$ cat src/rtl/y86_pkg.sv
// Shared Y86-64 encodings and the Execute-to-Memory pipeline bundle.
package y86_pkg;

    localparam logic [3:0] INOP    = 4'h1;
    localparam logic [3:0] ICMOVXX = 4'h2;
    localparam logic [3:0] IOPQ    = 4'h6;
    localparam logic [3:0] IJXX    = 4'h7;

    localparam logic [3:0] RNONE   = 4'hF;

    localparam logic [2:0] SAOK    = 3'd1;
    localparam logic [2:0] SHLT    = 3'd2;
    localparam logic [2:0] SADR    = 3'd3;
    localparam logic [2:0] SINS    = 3'd4;

    localparam logic [3:0] C_YES   = 4'd0;
    localparam logic [3:0] C_LE    = 4'd1;
    localparam logic [3:0] C_L     = 4'd2;
    localparam logic [3:0] C_E     = 4'd3;
    localparam logic [3:0] C_NE    = 4'd4;
    localparam logic [3:0] C_GE    = 4'd5;
    localparam logic [3:0] C_G     = 4'd6;

    typedef struct packed {
        logic [3:0]  icode;
        logic [2:0]  stat;
        logic        cnd;
        logic [63:0] valE;
        logic [63:0] valA;
        logic [3:0]  dstE;
        logic [3:0]  dstM;
    } m_bundle_t;

    localparam m_bundle_t M_NOP = '{
        icode: INOP,
        stat:  SAOK,
        cnd:   1'b0,
        valE:  64'd0,
        valA:  64'd0,
        dstE:  RNONE,
        dstM:  RNONE
    };

endpackage

$ cat src/rtl/cond_eval.sv
// Branch/cmov condition from the {ZF,SF,OF} flags and the ifun field.
module cond_eval
    import y86_pkg::*;
(
    input  logic [2:0] cc,
    input  logic [3:0] ifun,
    output logic       cnd
);

    logic zf_s;
    logic sf_s;
    logic of_s;
    logic lt_s;

    assign zf_s = cc[2];
    assign sf_s = cc[1];
    assign of_s = cc[0];
    assign lt_s = sf_s ^ of_s;

    // Decode the condition function; unused encodings evaluate false.
    always_comb begin
        cnd = 1'b0;
        case (ifun)
            C_YES:   cnd = 1'b1;
            C_LE:    cnd = lt_s | zf_s;
            C_L:     cnd = lt_s;
            C_E:     cnd = zf_s;
            C_NE:    cnd = ~zf_s;
            C_GE:    cnd = ~lt_s;
            C_G:     cnd = ~lt_s & ~zf_s;
            default: cnd = 1'b0;
        endcase
    end

endmodule

$ cat src/rtl/cc_cond_unit.sv
// Execute-stage back end: condition codes, condition evaluation, cmov
// destination gating and the E-to-M pipeline register.
module cc_cond_unit
    import y86_pkg::*;
(
    input  logic        clk,
    input  logic        rst_n,
    input  logic        e_valid,
    input  logic [3:0]  e_icode,
    input  logic [3:0]  e_ifun,
    input  logic [2:0]  e_stat,
    input  logic [63:0] e_valA,
    input  logic [3:0]  e_dstE,
    input  logic [3:0]  e_dstM,
    input  logic [63:0] alu_result,
    input  logic        alu_overflow,
    input  logic        cc_inhibit,
    input  logic        m_stall,
    input  logic        m_bubble,
    output logic [2:0]  cc,
    output logic        e_cnd,
    output logic [3:0]  e_dstE_eff,
    output logic [3:0]  M_icode,
    output logic [2:0]  M_stat,
    output logic        M_cnd,
    output logic [63:0] M_valE,
    output logic [63:0] M_valA,
    output logic [3:0]  M_dstE,
    output logic [3:0]  M_dstM
);

    logic [2:0] cc_q;
    logic [2:0] cc_d;
    m_bundle_t  m_q;
    m_bundle_t  m_d;
    logic       set_cc_s;
    logic       cnd_raw_s;

    assign set_cc_s = e_valid & (e_icode == IOPQ) & ~cc_inhibit;

    // Conditions read the pre-edge flags, so a jXX right after an OPq
    // sees the flags that OPq wrote on the intervening edge.
    cond_eval u_cond_eval (
        .cc   (cc_q),
        .ifun (e_ifun),
        .cnd  (cnd_raw_s)
    );

    assign e_cnd      = e_valid & cnd_raw_s;
    assign e_dstE_eff = ((e_icode == ICMOVXX) && !e_cnd) ? RNONE : e_dstE;

    // Next condition-code value.
    always_comb begin
        cc_d = cc_q;
        if (set_cc_s) begin
            cc_d = {(alu_result == 64'd0), alu_result[63], alu_overflow};
        end else begin
            cc_d = cc_q;
        end
    end

    // Next M-register contents: stall beats bubble beats normal load.
    always_comb begin
        m_d = m_q;
        if (m_stall) begin
            m_d = m_q;
        end else if (m_bubble || !e_valid) begin
            m_d = M_NOP;
        end else begin
            m_d.icode = e_icode;
            m_d.stat  = e_stat;
            m_d.cnd   = e_cnd;
            m_d.valE  = alu_result;
            m_d.valA  = e_valA;
            m_d.dstE  = e_dstE_eff;
            m_d.dstM  = e_dstM;
        end
    end

    // Condition-code and M pipeline registers.
    always_ff @(posedge clk or negedge rst_n) begin
        if (!rst_n) begin
            cc_q <= 3'b100;
            m_q  <= M_NOP;
        end else begin
            cc_q <= cc_d;
            m_q  <= m_d;
        end
    end

    assign cc      = cc_q;
    assign M_icode = m_q.icode;
    assign M_stat  = m_q.stat;
    assign M_cnd   = m_q.cnd;
    assign M_valE  = m_q.valE;
    assign M_valA  = m_q.valA;
    assign M_dstE  = m_q.dstE;
    assign M_dstM  = m_q.dstM;

endmodule

$ cat config.mk
export PLATFORM = sky130hd
export DESIGN_NAME = cc_cond_unit
export DESIGN_NICKNAME = d
export VERILOG_FILES = /design/src/rtl/y86_pkg.sv /design/src/rtl/cond_eval.sv /design/src/rtl/cc_cond_unit.sv
export SDC_FILE = /design/constraint.sdc
export NUM_CORES = 1
export LEC_CHECK = 0
export ABC_AREA = 1
export CORE_MARGIN = 5
export CORE_UTILIZATION = 40
export CTS_BUF_LIST = sky130_fd_sc_hd__clkbuf_8
export DETAILED_ROUTE_END_ITERATION = 7
export PLACE_DENSITY = 0.84
export RECOVER_POWER = 50
export SYNTH_ARGS = -nofsm -noshare
export SYNTH_HDL_FRONTEND = slang
export SYNTH_SLANG_ARGS = --single-unit
export TNS_END_PERCENT = 10
$ cat constraint.sdc
create_clock -name clk -period 1.75 [get_ports clk]
set_clock_uncertainty 0.2 [all_clocks]
set_input_delay 0.4375 -clock clk [delete_from_list [all_inputs] [get_ports clk]]
set_output_delay 0.4375 -clock clk [all_outputs]
set_load 0.03 [all_outputs]
After elaboration in Yosys (flattened, before gate mapping)
Index checks and enable logic that the tools add are counted.
- mux-type cells: 3
- bitwise gates (word level): 9
- reduce and logical (&&, ||, !) cells: 6
- eq/ne operators: 8
- operator list (cell ; number):
    $mux 144 ; 1
    $logic_not 64->1 ; 1
    $eq 4x3->1 const B ; 4
    $eq 4x2->1 const B ; 3
    $pmux 1 s7 ; 1
    $and 1x1->1 ; 4
    $eq 4x1->1 const B ; 1
    $logic_not 4->1 ; 1
    $mux 4 ; 1
    $not 1->1 ; 3
    $logic_not 1->1 ; 2
    $logic_and 1x1->1 ; 1
    $logic_or 1x1->1 ; 1
    $or 1x1->1 ; 1
    $xor 1x1->1 ; 1
- output and inout port bits: 152
- register bits after elaboration: 147

Longest topological paths before layout
Gate-level depths: netlist of run 1.
- depth after elaboration: 9
- gate-level depth with buffers: 11
- depth with buffers taken out: 11

Hierarchy
Synthesis of run 1 repeated with hierarchy kept, for this count alone.
- cells, all modules: 461
- area total of the unflattened synthesis: 5602.9 sq um
- modules (own cells, without submodules) (module ; area an instance (sq um) ; times used ; cells each):
    cc_cond_unit ; 5507.8 ; 1 ; 438
    cond_eval ; 95.1 ; 1 ; 23

Worst setup path before layout of run 1
OpenSTA, ideal clock, no wires.
- kind: register to output
- start point: register cc_q[2] (netlist: cc[2])
- end point: output port e_dstE_eff[0]
- arrival: 1.336 ns
- path buffers: 0
- cell stages (with the launch flop): 7
- path slack: -0.223 ns
- data required time: 1.112 ns
- path through: dfstp_2 -> nand3b_1 -> nand2_1 -> nor2_1 -> nand2_1 -> nand2_1 -> nand2_1
- word-level cells in the longest chain between the ends: 7
- ends and longest elaborated chain (what ; RTL line ; text):
    start: declaration ; cc_cond_unit.sv:32 ; logic [2:0] cc_q;
    start signal: assignment ; cc_cond_unit.sv:83 ; cc_q <= 3'b100;
    start signal: assignment ; cc_cond_unit.sv:86 ; cc_q <= cc_d;
    $not 1->1 ; cond_eval.sv:28, cond_eval.sv:30 ;
    $and 1x1->1 ; cond_eval.sv:30 ; C_G: cnd = ~lt_s & ~zf_s;
    $pmux 1 s7 (*) ; cond_eval.sv:23 ; case (ifun)
    $and 1x1->1 (*) ; cc_cond_unit.sv:49 ; assign e_cnd = e_valid & cnd_raw_s;
    $logic_not 1->1 (*) ; cc_cond_unit.sv:50 ; assign e_dstE_eff = ((e_icode == ICMOVXX) && !e_cnd) ? RNONE : e_dstE;
    $logic_and 1x1->1 (*) ; cc_cond_unit.sv:50 ;
    $mux 4 (*) ; cc_cond_unit.sv:50 ;
    end: declaration ; cc_cond_unit.sv:22 ; output logic [3:0] e_dstE_eff,
Every way passes the cells marked *; elsewhere a longest branch is shown, timed or not.

Worst setup path in the final report of run 1
- start point: register cc_q[2] (netlist: cc[2])
- end point: output port e_dstE_eff[2]
The elaborated chain is that of the path after synthesis.

==> results of run 1 <==
final cells by class:
class                      count  area (um2)  area share [%]
multi-input combinational    268        1650            16.7
inverter                      67         254            2.57
clock buffer                  19         262            2.65
sequential                   147        3690            37.4
tap                          180         225            2.28
clock inverter                13         124            1.26
timing repair buffer         347        3670            37.2
how the worst max path moves through the flow:
stage,endpoint,slack [ps],depth (start not counted)
5_1_grt,e_dstE_eff[2],-700,7
3_5_place_dp,e_dstE_eff[3],-640,9
6_report,e_dstE_eff[2],-600,7
3_3_place_gp,e_dstE_eff[0],-600,10
4_1_cts,e_dstE_eff[3],-620,8
2_1_floorplan,e_dstE_eff[0],-120,6
worst min-delay path: cells and delay by family:
| family | cells | cell delay (ps) |
|---|---|---|
| and+or+nand+nor | 1 | 80 |
| buffers and inverters | 2 | 160 |
| AOI/OAI and AO/OA | 1 | 80 |
logic make-up (layout without fill, tap and decap cells):
group / count (synthesis) / count (layout) / synth area share (%)
AOI/OAI and AO/OA: 143 / 143 / 18.5
buffers and inverters: 98 / 446 / 7.16
DFF: 147 / 147 / 65.0
and+or+nand+nor: 125 / 125 / 9.38
cells in the mapped netlist (all sizes together):
master	number	area [um2]
nand4	12	75.1
buf	17	100
a21oi	2	10.0
nand3b	1	7.51
nor4	4	25.0
a22o	84	736
inv	67	254
or2	4	25.0
nor3	2	10.0
nand3	6	30.0
o22a	5	43.8
o21ai	52	260
dfrtp	136	3400
nor2	16	60.1
clkbuf	14	52.6
dfstp	11	289
nand2	80	300
flip-flops by register name (all words and copies together), names as in the netlist:
| name | cells |
|---|---|
| M_valA | 64 |
| M_valE | 64 |
| M_dstE | 4 |
| M_dstM | 4 |
| M_icode | 4 |
| M_stat | 3 |
| cc | 3 |
| M_cnd | 1 |
report_power, final:
group          internal, W  switching, W  total, W
registers          0.00360      0.000133   0.00373
clock network      0.00122       0.00136   0.00258
logic             0.000832      0.000892   0.00172
routing by layer:
metal	wire (um)	share of wire, %	global-route usage [%]	up-vias
met5	0	0	0	-
li1	-	-	-	2411
met1	7000	36	23.9	2468
met2	10000	52	39.7	222
met4	504	2.6	7.29	0
met3	1710	8.9	8.49	32
what timing repair did:
action / in CTS / in global routing
hold buffers: 1 / 0
buffers inserted: 0 / 2
resized for setup: 399 / 22
gates cloned: 0 / 1
endpoints found under the hold margin: 136 / 0
setup endpoints to repair: 174 / 170
pin swaps: 4 / 8
cells in the final DEF (no fill, tap or decap), drive strengths merged:
master and n:
dlygate4sd2 2, clkdlybuf4s15 102, bufinv 1, nand3 6
nand2 80, nand3b 1, nand4 12, dfrtp 136
inv 72, clkbuf 24, clkinv 4, dlygate4sd3 1
nor3 2, or2 4, a22o 84, a21oi 2
nor4 4, clkinvlp 3, o21ai 52, buf 88
o22a 5, nor2 16, clkdlybuf4s50 149, dfstp 11
per-stage QoR:
step           cells  utilization, %  setup WS (ps)  hold slack, ps  TNS, ps
6_report        1041            71.1           -604             189    -3840
5_1_grt         1041            71.1           -705             197   -19620
4_1_cts         1038            71.0           -619             199    -6170
3_5_place_dp    1005            67.2           -642             254   -66270
3_3_place_gp    1005            67.2           -598             255   -59520
2_1_floorplan    513               -           -120           -58.1     -568
==> key figures, run 1 <==
Run status
  • Outcome: finished, violations left
  • Failing checks: setup timing

Cells and area
  • Finished layout cell area: 9870 um2
  • Ant diodes: 0
  • Fillers: 964
  • Layout cells sized above 1: 29.6%
  • Fin nets: 1002
  • Area grow syn2layout: 73.7%

Clock tree
  • Clock latency on the worst-skew pair: 420 ps
  • H-tree depth: 4
  • Num CTS Buffers: 17
  • Root Driver: clkbuf_8
  • CTS max path bufs: 2
  • Clk sinks: 147
  • Reg clk slew, reported paths: 80 ps
  • CTS tree: built

Critical path
  • Critical path cell sequence: nand3b_1 > nand2_1 > nor2_1 > nand2_2 > nand2_4 > nand2_4 > buf_6
  • Slowest library cell on the worst path: dfstp_2
  • Crit-path most repeated cell: nand2_4
  • Slowest stage delay, CP: 580 ps
  • Startpoint types: flip-flop
  • Worst r2r path cells: 9
  • Reg2reg setup slack: 50 ps
  • R2R Path End: M_dstE[3]$_DFFE_PN1N_
  • Critical Path Start: cc[2]$_DFFE_PN1P_
  • Req. time, crit path: 1110 ps
  • CP arrival: 1720 ps
  • Critical Path End Type: primary output
  • Delay-heaviest family, CP: simple AND/OR/NAND/NOR gates
  • Crit Path Class: reg2out
  • R2R Path Start: cc[2]$_DFFE_PN1P_
  • CP Max Fanout: 5
  • Buf/Inv on CP: 1

Timing
  • Tcrit/Tclk final: 135%
  • Slew HR: 43.9%
  • RSZ-0062 raised after global routing: yes
  • Least-Margin Pin Slew: 841 ps
  • Max Freq: 425 MHz
  • Final worst path period need: 2350 ps
  • Final setup violation count: 61
  • Max Slew Vio Count: 0
  • Hold Vio Cnt, Final: 0
  • Final setup margin: -604 ps

Routing
  • DRT Pass-1 Iters: 4
  • Wirelength per Cell: 18.5 um
  • Post-route DRC: 0
  • Initial drt markers: 277
  • DRT Wirelength: 19200 um
  • Final ANT Viol Nets: 0
  • Vias: 5133
  • Number of vias per cell: 4.93

GRT
  • Largest net degree at the start of global routing: 135
  • Global-route wire length before repair: 28500 um
  • Vias in the first global route: 5511
  • Initial antenna violation count: 0
  • Congestion Overflow GR: 0
  • GRT Overall Usage: 22.1%

Logic synthesis
  • Syn avg cell area: 11.1 um2
  • Post-synthesis sequential area ratio: 65.0%
  • Cells after synthesis: 513
  • Synth warnings: 0
  • Number of unique standard cell types used by synthesis: 22
  • Mapped cell area: 5680 um2
  • Net count after synthesis: 667
  • Yosys reg bits: 147

Place
  • Hpwl dp: 14200 um
  • Placed inst area: 9330 um2
  • I/O Buffers: 305
  • RePlAce Congestion: 0.816

Floorplanning
  • Initial Util: 40.9%
  • Chip height: 129 um
  • Ports: 306
  • Total die area: 16700 um2
  • Site Rows: 43
  • Core box area: 13900 um2
  • Die Width: 129 um

Min path
  • Hold Path End: M_valE[63]$_DFFE_PN0N_
  • Worst min path class: in2reg
  • Hold Path Stages: 4
  • Hold Crit Start: m_stall

Pwr
  • Lkg Pwr: 4.61 nW
  • Peak supply drop: 0.000825 V
  • Overall Power: 0.00803 W
  • Pwr Density: 814 nW/um2

Run
  • Max-cap violations: 0
No activity file was read; power rests on OpenSTA's default activity.
==> run 2: changes to the inputs <==
--- a/config.mk
+++ b/config.mk
@@ -10,6 +10,7 @@
 export CORE_UTILIZATION = 40
 export CTS_BUF_LIST = sky130_fd_sc_hd__clkbuf_8
 export DETAILED_ROUTE_END_ITERATION = 7
+export GPL_TIMING_DRIVEN = 1
 export PLACE_DENSITY = 0.84
 export RECOVER_POWER = 50
 export SYNTH_ARGS = -nofsm -noshare
==> results of run 2 <==
The final DEF is identical to that of run 1; final timing and power are the same.
